**src/rtl/elbeth_arb_pkg.sv**
```systemverilog
// Shared types and constants for the elbeth two-port memory arbiter.
package elbeth_arb_pkg;

    localparam int ARB_DEFAULT_TIMEOUT = 15;
    localparam int ARB_ADDR_W          = 8;
    localparam int ARB_RW_W            = 4;
    localparam int ARB_DATA_W          = 32;

    typedef enum logic [1:0] {
        ST_IDLE    = 2'd0,
        ST_GRANT_I = 2'd1,
        ST_GRANT_D = 2'd2,
        ST_DONE    = 2'd3
    } arb_state_t;

    typedef struct packed {
        logic [ARB_ADDR_W-1:0] addr;
        logic [ARB_RW_W-1:0]   rw;
        logic [ARB_DATA_W-1:0] wdata;
    } arb_req_t;

    function automatic arb_req_t pack_req(
        input logic [ARB_ADDR_W-1:0] addr,
        input logic [ARB_RW_W-1:0]   rw,
        input logic [ARB_DATA_W-1:0] wdata
    );
        arb_req_t r;
        r.addr  = addr;
        r.rw    = rw;
        r.wdata = wdata;
        return r;
    endfunction

endpackage

```
**src/rtl/elbeth_arb_timeout_counter.sv**
```systemverilog
// Granted-cycle counter for the arbiter; flags the last cycle allowed before abort.
module elbeth_arb_timeout_counter (
    input  logic       clk,
    input  logic       rst,
    input  logic       clear,
    input  logic       enable,
    input  logic [7:0] limit,
    output logic       reached
);

    logic [7:0] count;

    // count holds the number of granted cycles already completed, so the
    // limit-th granted cycle is the one where count == limit-1.
    assign reached = (count == (limit - 8'd1));

    always_ff @(posedge clk or posedge rst) begin
        if (rst) begin
            count <= 8'd0;
        end else if (clear) begin
            count <= 8'd0;
        end else if (enable && !reached) begin
            count <= count + 8'd1;
        end
    end

endmodule

```
**src/rtl/elbeth_mem_arbiter.sv**
```systemverilog
// Two-port (instruction/data) arbiter in front of a single-port memory.
// Optional round-robin fairness on simultaneous requests: define ELBETH_ARB_RR_EN.
//
// state      | meaning
// -----------+------------------------------------------------------
// ST_IDLE    | waiting for i_en/d_en, picks and latches a winner
// ST_GRANT_I | instruction request on the memory bus
// ST_GRANT_D | data request on the memory bus
// ST_DONE    | one dead cycle after completion, requests ignored
module elbeth_mem_arbiter
    import elbeth_arb_pkg::*;
#(
    parameter int TIMEOUT_CYCLES = ARB_DEFAULT_TIMEOUT
) (
    input  logic        clk,
    input  logic        rst,

    input  logic        i_en,
    input  logic [7:0]  i_addr,
    input  logic [3:0]  i_rw,
    input  logic [31:0] i_wdata,
    output logic [31:0] i_rdata,
    output logic        i_ready,
    output logic        i_error,

    input  logic        d_en,
    input  logic [7:0]  d_addr,
    input  logic [3:0]  d_rw,
    input  logic [31:0] d_wdata,
    output logic [31:0] d_rdata,
    output logic        d_ready,
    output logic        d_error,

    output logic        mem_en,
    output logic [7:0]  mem_addr,
    output logic [3:0]  mem_rw,
    output logic [31:0] mem_out_data,
    input  logic [31:0] mem_in_data,
    input  logic        mem_ready,
    input  logic        mem_error
);

    localparam logic [7:0] TMO_LIMIT = 8'(TIMEOUT_CYCLES);

    arb_state_t state;
    arb_req_t   lat;

    logic granted;
    logic grant_i;
    logic grant_d;
    logic tmo_hit;
    logic finish;
    logic fail;
    logic pick_d;
    logic any_req;

    assign grant_i = (state == ST_GRANT_I);
    assign grant_d = (state == ST_GRANT_D);
    assign granted = grant_i || grant_d;
    assign any_req = i_en || d_en;

    // Error outranks ready; the timeout only counts when memory said nothing.
    assign finish = granted && (mem_error || mem_ready || tmo_hit);
    assign fail   = granted && (mem_error || (!mem_ready && tmo_hit));

`ifdef ELBETH_ARB_RR_EN
    logic last_d;

    assign pick_d = d_en && !(i_en && last_d);

    always_ff @(posedge clk or posedge rst) begin
        if (rst) begin
            last_d <= 1'b0;
        end else if ((state == ST_IDLE) && any_req) begin
            last_d <= pick_d;
        end
    end
`else
    assign pick_d = d_en;
`endif

    elbeth_arb_timeout_counter u_tmo (
        .clk     (clk),
        .rst     (rst),
        .clear   (!granted),
        .enable  (granted),
        .limit   (TMO_LIMIT),
        .reached (tmo_hit)
    );

    always_ff @(posedge clk or posedge rst) begin
        if (rst) begin
            state  <= ST_IDLE;
            lat    <= '0;
            mem_en <= 1'b0;
        end else begin
            case (state)
                ST_IDLE: begin
                    if (any_req) begin
                        mem_en <= 1'b1;
                        if (pick_d) begin
                            state <= ST_GRANT_D;
                            lat   <= pack_req(d_addr, d_rw, d_wdata);
                        end else begin
                            state <= ST_GRANT_I;
                            lat   <= pack_req(i_addr, i_rw, i_wdata);
                        end
                    end
                end
                ST_GRANT_I, ST_GRANT_D: begin
                    if (finish) begin
                        state  <= ST_DONE;
                        mem_en <= 1'b0;
                    end
                end
                ST_DONE: begin
                    state <= ST_IDLE;
                end
                default: begin
                    state  <= ST_IDLE;
                    mem_en <= 1'b0;
                end
            endcase
        end
    end

    assign mem_addr     = lat.addr;
    assign mem_rw       = lat.rw;
    assign mem_out_data = lat.wdata;

    // Responses are steered combinationally so completion lands in the
    // same cycle the memory answers.
    assign i_ready = grant_i && finish;
    assign i_error = grant_i && fail;
    assign i_rdata = (grant_i && mem_ready) ? mem_in_data : 32'd0;

    assign d_ready = grant_d && finish;
    assign d_error = grant_d && fail;
    assign d_rdata = (grant_d && mem_ready) ? mem_in_data : 32'd0;

endmodule

```
**config.mk**
```make
export PLATFORM = sky130hd
export DESIGN_NAME = elbeth_mem_arbiter
export DESIGN_NICKNAME = d
export VERILOG_FILES = /design/src/rtl/elbeth_arb_pkg.sv /design/src/rtl/elbeth_arb_timeout_counter.sv /design/src/rtl/elbeth_mem_arbiter.sv
export SDC_FILE = /design/constraint.sdc
export NUM_CORES = 1
export LEC_CHECK = 0
export BUFFER_PORTS_ARGS = -buffer_cell sky130_fd_sc_hd__buf_2
export CAP_MARGIN = 10
export CORE_UTILIZATION = 36
export CTS_BUF_LIST = sky130_fd_sc_hd__clkbuf_8 sky130_fd_sc_hd__clkbuf_16
export DETAILED_ROUTE_END_ITERATION = 10
export HOLD_SLACK_MARGIN = 0.12
export PLACE_DENSITY = 0.77
export SLEW_MARGIN = 20
export SYNTH_ARGS = -nofsm -noshare
export SYNTH_HDL_FRONTEND = slang
export SYNTH_SLANG_ARGS = --single-unit
```
**constraint.sdc**
```tcl
create_clock -name clk -period 2.3 [get_ports clk]
set_input_delay 0.575 -clock clk [delete_from_list [all_inputs] [get_ports clk]]
set_output_delay 0.575 -clock clk [all_outputs]
set_load 0.05 [all_outputs]
```
==> flow_metrics.tcl <==
set metrics [dict create \
    status "finished, violations left" \
    failed_checks "negative setup slack" \
    grt_pass1_wl_um 13000 \
    ys_types 29 \
    dp_hpwl_um 6930 \
    die_w_um 95.1 \
    synth_area_leader_cell "dfrtp_1" \
    rows 33 \
    rsz0062_at_grt "true" \
    finalSetupViolations 4 \
    grt_pass1_vias 2823 \
    drt-total-wl_um 9010 \
    core_um2 8300 \
    via_per_inst 4.77 \
    criticalPathCategory "flop to output pin" \
    grt-ovfl-total 0 \
    clk_path_buf_depth 2 \
    clock-skew-final_ns 0.0115 \
    cap_violations 0 \
    worst_slack_ns -0.482 \
    grt.total_usage 0.181 \
    synth_commonest_cells "67 x and3_1, 55 x dfrtp_1, 53 x nand2_1, 47 x o21ai_0, 44 x mux2i_1" \
    synth_top_area_share 0.441 \
    syn_avg_cell_area_um2 9.20 \
    arrival_ns 2.21 \
    cts_tree "built" \
    cp-end-kind "output pin" \
    synthArstFlopShare 1.00 \
    finalSetupTns_ns -1.79 \
    synthCells 339 \
    gp_congestion 0.777 \
    fin_crit_sh 1.21 \
    grt_antenna_before_repair 0 \
    regArea_um2 1380 \
    cts_sinks 55 \
    synthTopCellsByArea "dfrtp_1 44%, mux2i_1 14%, and3_1 13%, o21ai_0 7.5%, nand2_1 6.4%" \
    multiInputGateArea_um2 1670 \
    htree_levels 2 \
    r2r-start "u_tmo.count[0]" \
    dp.cells 670 \
    start_util 0.376 \
    first_pass_iters 4 \
    final_area_um2 4830 \
    port_buffers 238 \
    num_antenna_cells 0 \
    syn_area_um2 3120 \
    synth_flop_cell "dfrtp_1" \
    path_max_fanout 3 \
    maxSlewViolCount 0 \
    hold_slack_ns 0.307 \
    cts_buffers 5 \
    synth_seq_cells 55 \
    rr_worst_depth 7 \
    fin_util 0.582 \
    yosysWarnings 0 \
    r2r-end "state[1]" \
    slew_headroom 0.619 \
    syn_to_final_growth_pct 54.8 \
    layout_min_cycle_time_ns 2.78 \
    power_leakage_nw 2.89 \
    synth_edf_count 0 \
    vias 3251 \
    fp.dieH_um 95.1 \
    synth_fp_nets 471 \
    final_nets 707 \
    nFillCells 748 \
    final_cells 681 \
    drc 0 \
    clkTransAtPathRegs_ns 0.11 \
    grt_max_degree 90 \
    die_area_um2 9040 \
    wl_per_cell_um 13.2 \
    worstMarginPinSlew_ns 0.571 \
    synth.most_common_cell "and3_1" \
    r2r_setup_slack_ns 0.10 \
    startpoint_type "flop" \
    finalHoldViolCount 0 \
    clock_latency_ns 0.31 \
    pwr_density_cell_nw_per_um2 1340 \
    hp-class "primary input to asynchronous set/reset pin" \
    ir_drop_mv 0.698 \
    cts_root_buf "clkbuf_8" \
    fmax_mhz 359 \
    drtIter0Drc 81 \
    cp.required_ns 1.73 \
    drive_gt1_frac 0.484 \
    route.antenna.remaining_nets 0 \
    pin_count 239 \
    ys_seq_area_frac 0.441 \
    place_area_um2 4530 \
]
==> placed cells by master, fill, tap and decap left out, types with 5 or more instances in the layout <==
cell	synthesis	routed
buf_2	0	193
and3_1	67	65
dfrtp_1	55	55
nand2_1	53	52
o21ai_0	47	47
mux2i_1	44	44
clkbuf_4	0	39
buf_4	0	17
clkbuf_8	0	6
ha_1	6	5
buf_8	0	5
==> power breakdown <==
part / internal (W) / leakage (nW) / switching [W]
sequential: 0.00139 / 0.690 / 0.000226
combinational: 0.00118 / 2.15 / 0.00310
clock: 0.000254 / 0.0533 / 0.000319
total: 0.00283 / 2.89 / 0.00364
==> sequential cells by signal (all words and copies together) (netlist names) <==
name	flops
state	2
mem_addr	8
mem_rw	4
u_tmo.count	8
mem_en	1
mem_out_data	32
==> worst max-delay path by stage <==
stage	start	end	slack, ns	cells after the start
after detailed placement	u_tmo.count[0]	d_ready	-0.27	7
after global placement	u_tmo.count[0]	i_ready	-0.22	7
after floorplan	u_tmo.count[0]	d_error	-0.21	7
after global routing	u_tmo.count[0]	i_error	-0.59	7
after CTS	u_tmo.count[0]	d_error	-0.48	7
final	u_tmo.count[0]	i_error	-0.48	7
==> critical path, stage by stage (launching register included) <==
cell and delay [ns]:
dfrtp_1 0.40, inv_2 0.09, ha_4 0.13, or4b_4 0.45, or3_4 0.37, o21ba_4 0.23
nor2_4 0.11, buf_8 0.15
==> area by class of cell <==
class | instances | area share
clock buffer | 6 | 0.0171
clock inverter | 2 | 0.00415
inverter | 4 | 0.00311
multi-input combinational | 251 | 0.346
sequential | 55 | 0.285
tap | 105 | 0.0272
timing repair buffer | 258 | 0.317
==> logic make-up after synthesis <==
logic type               after synthesis  synth area share
XOR/XNOR                               3           0.00843
buffers and inverters                 33            0.0445
multiplexers                          44             0.141
adder cells (fa/ha/maj)                6            0.0241
AND/OR/NAND/NOR                      137             0.231
flip-flops                            55             0.441
AO/OA/AOI/OAI                         61             0.110
==> repair_timing <==
item / CTS / global route
gates resized for setup: 14 / 49
pin swaps: 0 / 1
setup endpoints to repair: 4 / 69
buffers inserted: 1 / 2
hold buffers: 0 / 0
==> metal layers <==
metal	GRT usage	routed length [um]	share of wire
met5	0	0	0
met3	0.0271	435	0.048
met1	0.243	3740	0.42
met4	0.0404	71	0.0079
met2	0.307	4760	0.53
==> per-stage QoR <==
stage | total power, W | setup WS (ns)
2_1_floorplan | 0.00470 | -0.209
3_3_place_gp | 0.00565 | -0.220
3_5_place_dp | 0.00574 | -0.268
4_1_cts | 0.00640 | -0.479
5_1_grt | 0.00687 | -0.591
6_report | 0.00647 | -0.482
Power figures use the tool's default switching activity.
